`src/rtl/four_bit_adder.sv`:
```
// ---------------------------------------------------------------------------
// four_bit_adder
//   Registered ripple-carry adder: {Cout, S} = A + B + Cin, with signed
//   overflow (V) and zero (Z) flags. The combinational datapath is a chain
//   of WIDTH one-bit full-adder cells. Sum and flags live in output
//   registers that only update when an operand set is marked valid.
//
//   Optional build macro: FOURADDER_IN_REG_EN
//     Defined   -> A/B/Cin/IN_VALID are first captured in an input stage,
//                  so latency is 2 cycles. Throughput stays one per cycle.
//     Undefined -> no input stage, so latency is 1 cycle.
//
// Parameters
//   WIDTH      operand and sum width in bits (2..32)
//
// Ports
//   CLK        rising-edge clock
//   RST_N      asynchronous active-low reset
//   IN_VALID   A/B/Cin are valid this cycle
//   A, B       operands (unsigned or two's complement)
//   Cin        carry-in
//   OUT_VALID  S/Cout/V/Z hold a new result this cycle
//   S          sum modulo 2^WIDTH
//   Cout       unsigned carry-out of the MSB
//   V          signed overflow (carry into MSB ^ carry out of MSB)
//   Z          registered sum is zero
// ---------------------------------------------------------------------------
module four_bit_adder #(
    parameter int unsigned WIDTH = 4
) (
    input  logic             CLK,
    input  logic             RST_N,
    input  logic             IN_VALID,
    input  logic [WIDTH-1:0] A,
    input  logic [WIDTH-1:0] B,
    input  logic             Cin,
    output logic             OUT_VALID,
    output logic [WIDTH-1:0] S,
    output logic             Cout,
    output logic             V,
    output logic             Z
);

    logic             op_valid;
    logic [WIDTH-1:0] op_a;
    logic [WIDTH-1:0] op_b;
    logic             op_cin;

`ifdef FOURADDER_IN_REG_EN
    // Operands are only loaded on a valid cycle, so unknown operand values
    // presented while IN_VALID is low never reach the adder.
    always_ff @(posedge CLK or negedge RST_N) begin
        if (!RST_N) begin
            op_valid <= 1'b0;
            op_a     <= '0;
            op_b     <= '0;
            op_cin   <= 1'b0;
        end else begin
            op_valid <= IN_VALID;
            if (IN_VALID) begin
                op_a   <= A;
                op_b   <= B;
                op_cin <= Cin;
            end
        end
    end
`else
    assign op_valid = IN_VALID;
    assign op_a     = A;
    assign op_b     = B;
    assign op_cin   = Cin;
`endif

    // Ripple chain: carry[i] is the carry into cell i, and carry[WIDTH] is
    // the carry out of the MSB.
    logic [WIDTH:0]   carry;
    logic [WIDTH-1:0] sum;

    always_comb begin
        carry    = '0;
        sum      = '0;
        carry[0] = op_cin;
        for (int unsigned i = 0; i < WIDTH; i++) begin
            sum[i]     = op_a[i] ^ op_b[i] ^ carry[i];
            carry[i+1] = (op_a[i] & op_b[i]) | (op_a[i] & carry[i]) | (op_b[i] & carry[i]);
        end
    end

    always_ff @(posedge CLK or negedge RST_N) begin
        if (!RST_N) begin
            OUT_VALID <= 1'b0;
            S         <= '0;
            Cout      <= 1'b0;
            V         <= 1'b0;
            Z         <= 1'b0;
        end else begin
            OUT_VALID <= op_valid;
            if (op_valid) begin
                S    <= sum;
                Cout <= carry[WIDTH];
                V    <= carry[WIDTH] ^ carry[WIDTH-1];
                Z    <= (sum == '0);
            end
        end
    end

endmodule

```
`config.mk`:
```
export PLATFORM = sky130hd
export DESIGN_NAME = four_bit_adder
export DESIGN_NICKNAME = d
export VERILOG_FILES = /design/src/rtl/four_bit_adder.sv
export SDC_FILE = /design/constraint.sdc
export NUM_CORES = 1
export LEC_CHECK = 0
export CAP_MARGIN = 20
export CELL_PAD_IN_SITES_DETAIL_PLACEMENT = 1
export CELL_PAD_IN_SITES_GLOBAL_PLACEMENT = 1
export CORE_ASPECT_RATIO = 1.1
export CORE_UTILIZATION = 28
export DETAILED_ROUTE_END_ITERATION = 8
export PLACE_DENSITY_LB_ADDON = 0.1
export SLEW_MARGIN = 20
export SYNTH_ARGS = -nofsm -noshare
export SYNTH_HDL_FRONTEND = slang
export SYNTH_SLANG_ARGS = --single-unit
```
`constraint.sdc`:
```
create_clock -name CLK -period 1.7 [get_ports CLK]
set_input_delay 0.255 -clock CLK [delete_from_list [all_inputs] [get_ports CLK]]
set_output_delay 0.255 -clock CLK [all_outputs]
set_load 0.01 [all_outputs]
```
======== Word level (Yosys, flattened, before mapping) ========
Cells that the tools add are included.
cells by class
  add/sub/neg operators ................... 0
  multipliers ............................. 0
  div/mod/pow operators ................... 0
  magnitude comparators ................... 0
  equal/unequal tests ..................... 0
  shift operators ......................... 0
  muxes and demuxes ....................... 0
  bitwise logic cells ..................... 29
  reduce and logical (&&, ||, !) cells .... 1
operator list
  operator           count
  AND 1 bit          12
  bitwise XOR 1 bit  9
  OR 1 bit           8
  logical NOT 4 bit  1
word-level totals
  flip-flop bits (word level) ............. 8
  bits in latches ......................... 0
  memory bits (writable) .................. 0
  ROM bits ................................ 0
  output and inout port bits .............. 8
  word-level logic and storage cells ...... 35
  memories kept ........................... 0

======== Depth between registers and ports, before layout ========
  depth after elaboration ................. 13
  mapped depth ............................ 7
  gate-level depth less buffers ........... 7

======== Worst setup path before layout ========
No wires, ideal clock.
  path type ............................... input -> register
  start ................................... input A[0]
  end ..................................... register Z
  library setup time ...................... 0.125 ns
  arrival time ............................ 2.340 ns
  slack ................................... -0.765 ns
  stages on the path ...................... 7
  buffers on the path ..................... 0
  cell sequence ........................... fa_1 fa_1 fa_1 inv_1 fa_1 nor4b_2 mux2_4
on the way
  longest elaborated chain between the ends .. 11
  elaborated cells between the ends (all ways) .. 18
  those cells by class .................... 17 x bitwise; 1 x reduce/logical
ends and longest elaborated chain
  what                    RTL line  RTL
  from (decl)             34        input logic [WIDTH-1:0] A,
  AND 1 bit               85        carry[i+1] = (op_a[i] & op_b[i]) | (op_a[i] & carry[i]) | (op_b[i] & carry[i]);
  OR 1 bit (2 in series)  85
  AND 1 bit               85
  OR 1 bit (2 in series)  85
  AND 1 bit               85
  OR 1 bit (2 in series)  85
  bitwise XOR 1 bit       84        sum[i] = op_a[i] ^ op_b[i] ^ carry[i];
  logical NOT 4 bit (*)   102       Z <= (sum == '0);
  to (signal assigned)    102
  to (decl)               41        output logic Z
Mark *: on every way between the ends. The rest lies on a longest branch, timed or not.
A chain may end at the register's enable or synchronous reset.

======== Worst setup path in the final report ========
  start ................................... input Cin
  end ..................................... register Z
on the way
  longest elaborated chain between the ends .. 11
  elaborated cells between the ends (all ways) .. 17
  those cells by class .................... 16 x bitwise; 1 x reduce/logical
ends and longest elaborated chain
  what                    RTL line  RTL
  from (decl)             36        input logic Cin,
  AND 1 bit               85
  OR 1 bit (2 in series)  85
  AND 1 bit               85
  OR 1 bit (2 in series)  85
  AND 1 bit               85
  OR 1 bit (2 in series)  85
  bitwise XOR 1 bit       84
  logical NOT 4 bit (*)   102
Marks and branches as above.

==> flow_summary.toml <==
[floorplanning]
fp.dieH_um = 43.1
die_w_um = 39.3
dieArea_sq_um = 1690
coreArea_sq_um = 1400
rows = 14
num_io_pins = 20
start_util_pct = 30.6

[logic_synthesis]
yosysWarnings = 0
syn_avg_cell_area_sq_um = 15.9
synth_nets = 43
syn_inst = 27
synth_top_family_by_area = "multiplexers"
synth_mux_area_share_pct = 22.2
yosys.area_share.xor_xnor_pct = 2.04
synth-simple-area-share_pct = 3.50
synth_compound_area_share_pct = 0
synthAdderAreaFrac_pct = 18.7
ys_seq_area_share_pct = 46.6
synth_area_sq_um = 429
synth_cell_types = 8
synth-seq-cells = 8

[placement]
placed_cell_area_sq_um = 651
io_buffers = 19
routabilityCongestion = 0.605
hpwl_um = 722
dp_slack_ns = -1.20

[global_routing]
grt_overflow = 0
use_met1_pct = 12.6
grt_max_degree = 9
grt.total_usage_pct = 12.4
grt-busiest-layer = "met2"
use_met3_pct = 5.24
grt_use_met2_pct = 18.7
antenna_found_initial = 0
grt_pass1_vias = 325
grt_pass1_wl_mm = 1.32

[pwr]
p_clk_share_pct = 22.8
p_switching_w = 0.000172
swShare_pct = 26.9
leakage_nw = 0.321
vdd_drop_max_uv = 357
p_comb_share_pct = 38.7
intPower_w = 0.000467
share_seq_of_total_power_pct = 38.5
power_density_nw_per_um2 = 923

[route]
first_iter_violations = 0
wire_per_inst_um = 12.5
ant_nets = 0
firstDrtPassIters = 1
wirelength_um = 853
vias_per_cell = 4.41
drc = 0
vias = 300

[timing]
final.period_utilization_pct = 129
timing.final.crit_period_ns = 2.19
worst_pin_slew_ns = 0.481
setup_viol = 4
final-hold-violation-count = 0
timing.hold.ws_ns = 0.270
fin_ws_ns = -0.487
max-slew-margin-rel_pct = 67.9
skew_ns = 0
setup_tns_ns = -1.06
report.final.slew_viol_count = 0
rsz0062_at_grt = "yes"
fmax_mhz = 457

[critical_path]
worstSetupPathType = "primary input to flop"
crit_arrival_ns = 2.33
cp-start-kind = "primary input"
cp_slowest_cell = "fa_2"
cp-end-kind = "flop"
path_buf_inv = 2
crit_required_ns = 1.84
crit_path_max_fanout = 2
crit_top_cell = "fa_2"
crit_family = "adder cells"
cpPeakStageDelay_ns = 0.44
cp_cell_sequence = "buf_6 > fa_2 > fa_2 > fa_2 > inv_2 > fa_2 > nor4b_4 > mux2_4"

[layout]
nFillCells = 153
diodes = 0
nNetsFinal = 70
design_area_sq_um = 693
fin_util_pct = 49.5
drive_gt1_share_pct = 40.4
area_growth_pct = 61.5

[clocking]
clock-sinks = 8
cts_tree = "done"
cts_root_buf = "clkbuf_4"
cts_hold_buf = 0
clk_pin_slew_worst_paths_ns = 0.05
clk_latency_ns = 0.25
htree_levels = 1
cts_max_path_buffers = 2
numCtsBuffers = 3

[min_path]
min_path_type = "primary input to asynchronous set/reset pin"

[status]
status = "finished with violations"
violations = "setup timing"

[job]
cap_violations = 0
## placed cells by master (no fill, tap or decap)
| cell type | n |
|---|---|
| buf_2 | 2 |
| buf_4 | 3 |
| buf_6 | 2 |
| clkbuf_4 | 3 |
| clkdlybuf4s50_1 | 15 |
| dfrtp_1 | 8 |
| dlygate4sd2_1 | 1 |
| fa_2 | 4 |
| inv_1 | 4 |
| inv_2 | 1 |
| mux2_4 | 5 |
| mux2i_1 | 2 |
| nor4b_4 | 1 |
| xnor2_1 | 1 |
## cells by family (layout without fill, tap and decap cells)
| family | Yosys count | after routing |
|---|---|---|
| flip-flops | 8 | 8 |
| multiplexers | 7 | 7 |
| buffers and inverters | 6 | 31 |
| adder cells (fa/ha/maj) | 4 | 4 |
| XOR/XNOR | 1 | 1 |
| AND/OR/NAND/NOR | 1 | 1 |
## sequential cells by signal (all words and copies together), names as in the netlist
signal and flops:
Z 1, OUT_VALID 1, V 1, S 4, Cout 1
## worst paths after layout
check	to	startpoint	slack (ns)	depth (start not counted)
setup / recovery	Z	Cin	-0.49	8
hold / removal	Z	RST_N	0.27	1
setup reg to reg	V	V	0.92	1
hold reg to reg	S[0]	S[0]	0.52	1
max in group asynchronous	V	RST_N	1.18	1
min in group CLK	S[0]	Cin	0.49	3
## per-layer routing
| metal | share of wire, % | vias to the layer above |
|---|---|---|
| met5 | 0 | - |
| met4 | 1.6 | 0 |
| met3 | 10 | 2 |
| met2 | 51 | 20 |
| met1 | 37 | 144 |
| li1 | - | 134 |
## cell type report
class                           count  area [sq um]  share of cell area, %
Multi-Input combinational cell     13           218                   31.4
Timing Repair Buffer               23           214                   30.9
Sequential cell                     8           200                   28.9
Clock buffer                        3          22.5                   3.25
Tap cell                           16          20.0                   2.89
Inverter                            5          18.8                   2.71
## metrics by stage
step,cells,power (W)
after floorplan,27,0.000353
after global routing,68,0.000670
final,68,0.000640
after CTS,67,0.000640
after global placement,63,0.000470
after detailed placement,63,0.000481
## synth_stat cells
library cell / number / share of area [%]
nor4b_2: 1 / 3.5
inv_1: 5 / 4.4
dfrtp_1: 8 / 47
mux2i_1: 2 / 4.7
mux2_4: 5 / 17
buf_6: 1 / 2.6
xnor2_1: 1 / 2.0
fa_1: 4 / 19
## power groups by stage
stage / registers, W / logic (W) / clock network (W)
6_report: 0.000246 / 0.000248 / 0.000146
5_1_grt: 0.000250 / 0.000266 / 0.000154
4_1_cts: 0.000247 / 0.000245 / 0.000148
2_1_floorplan: 0.000262 / 0.0000901 / 0
3_3_place_gp: 0.000245 / 0.000225 / 0
3_5_place_dp: 0.000250 / 0.000231 / 0
## repair_timing
item,4_1_cts,5_1_grt
hold endpoints to repair,0,0
gates cloned,0,0
buffers inserted,1,2
pin swaps,4,1
resized for setup,15,2
endpoints found under the setup margin,5,4
No activity file was read; power rests on OpenSTA's default activity.
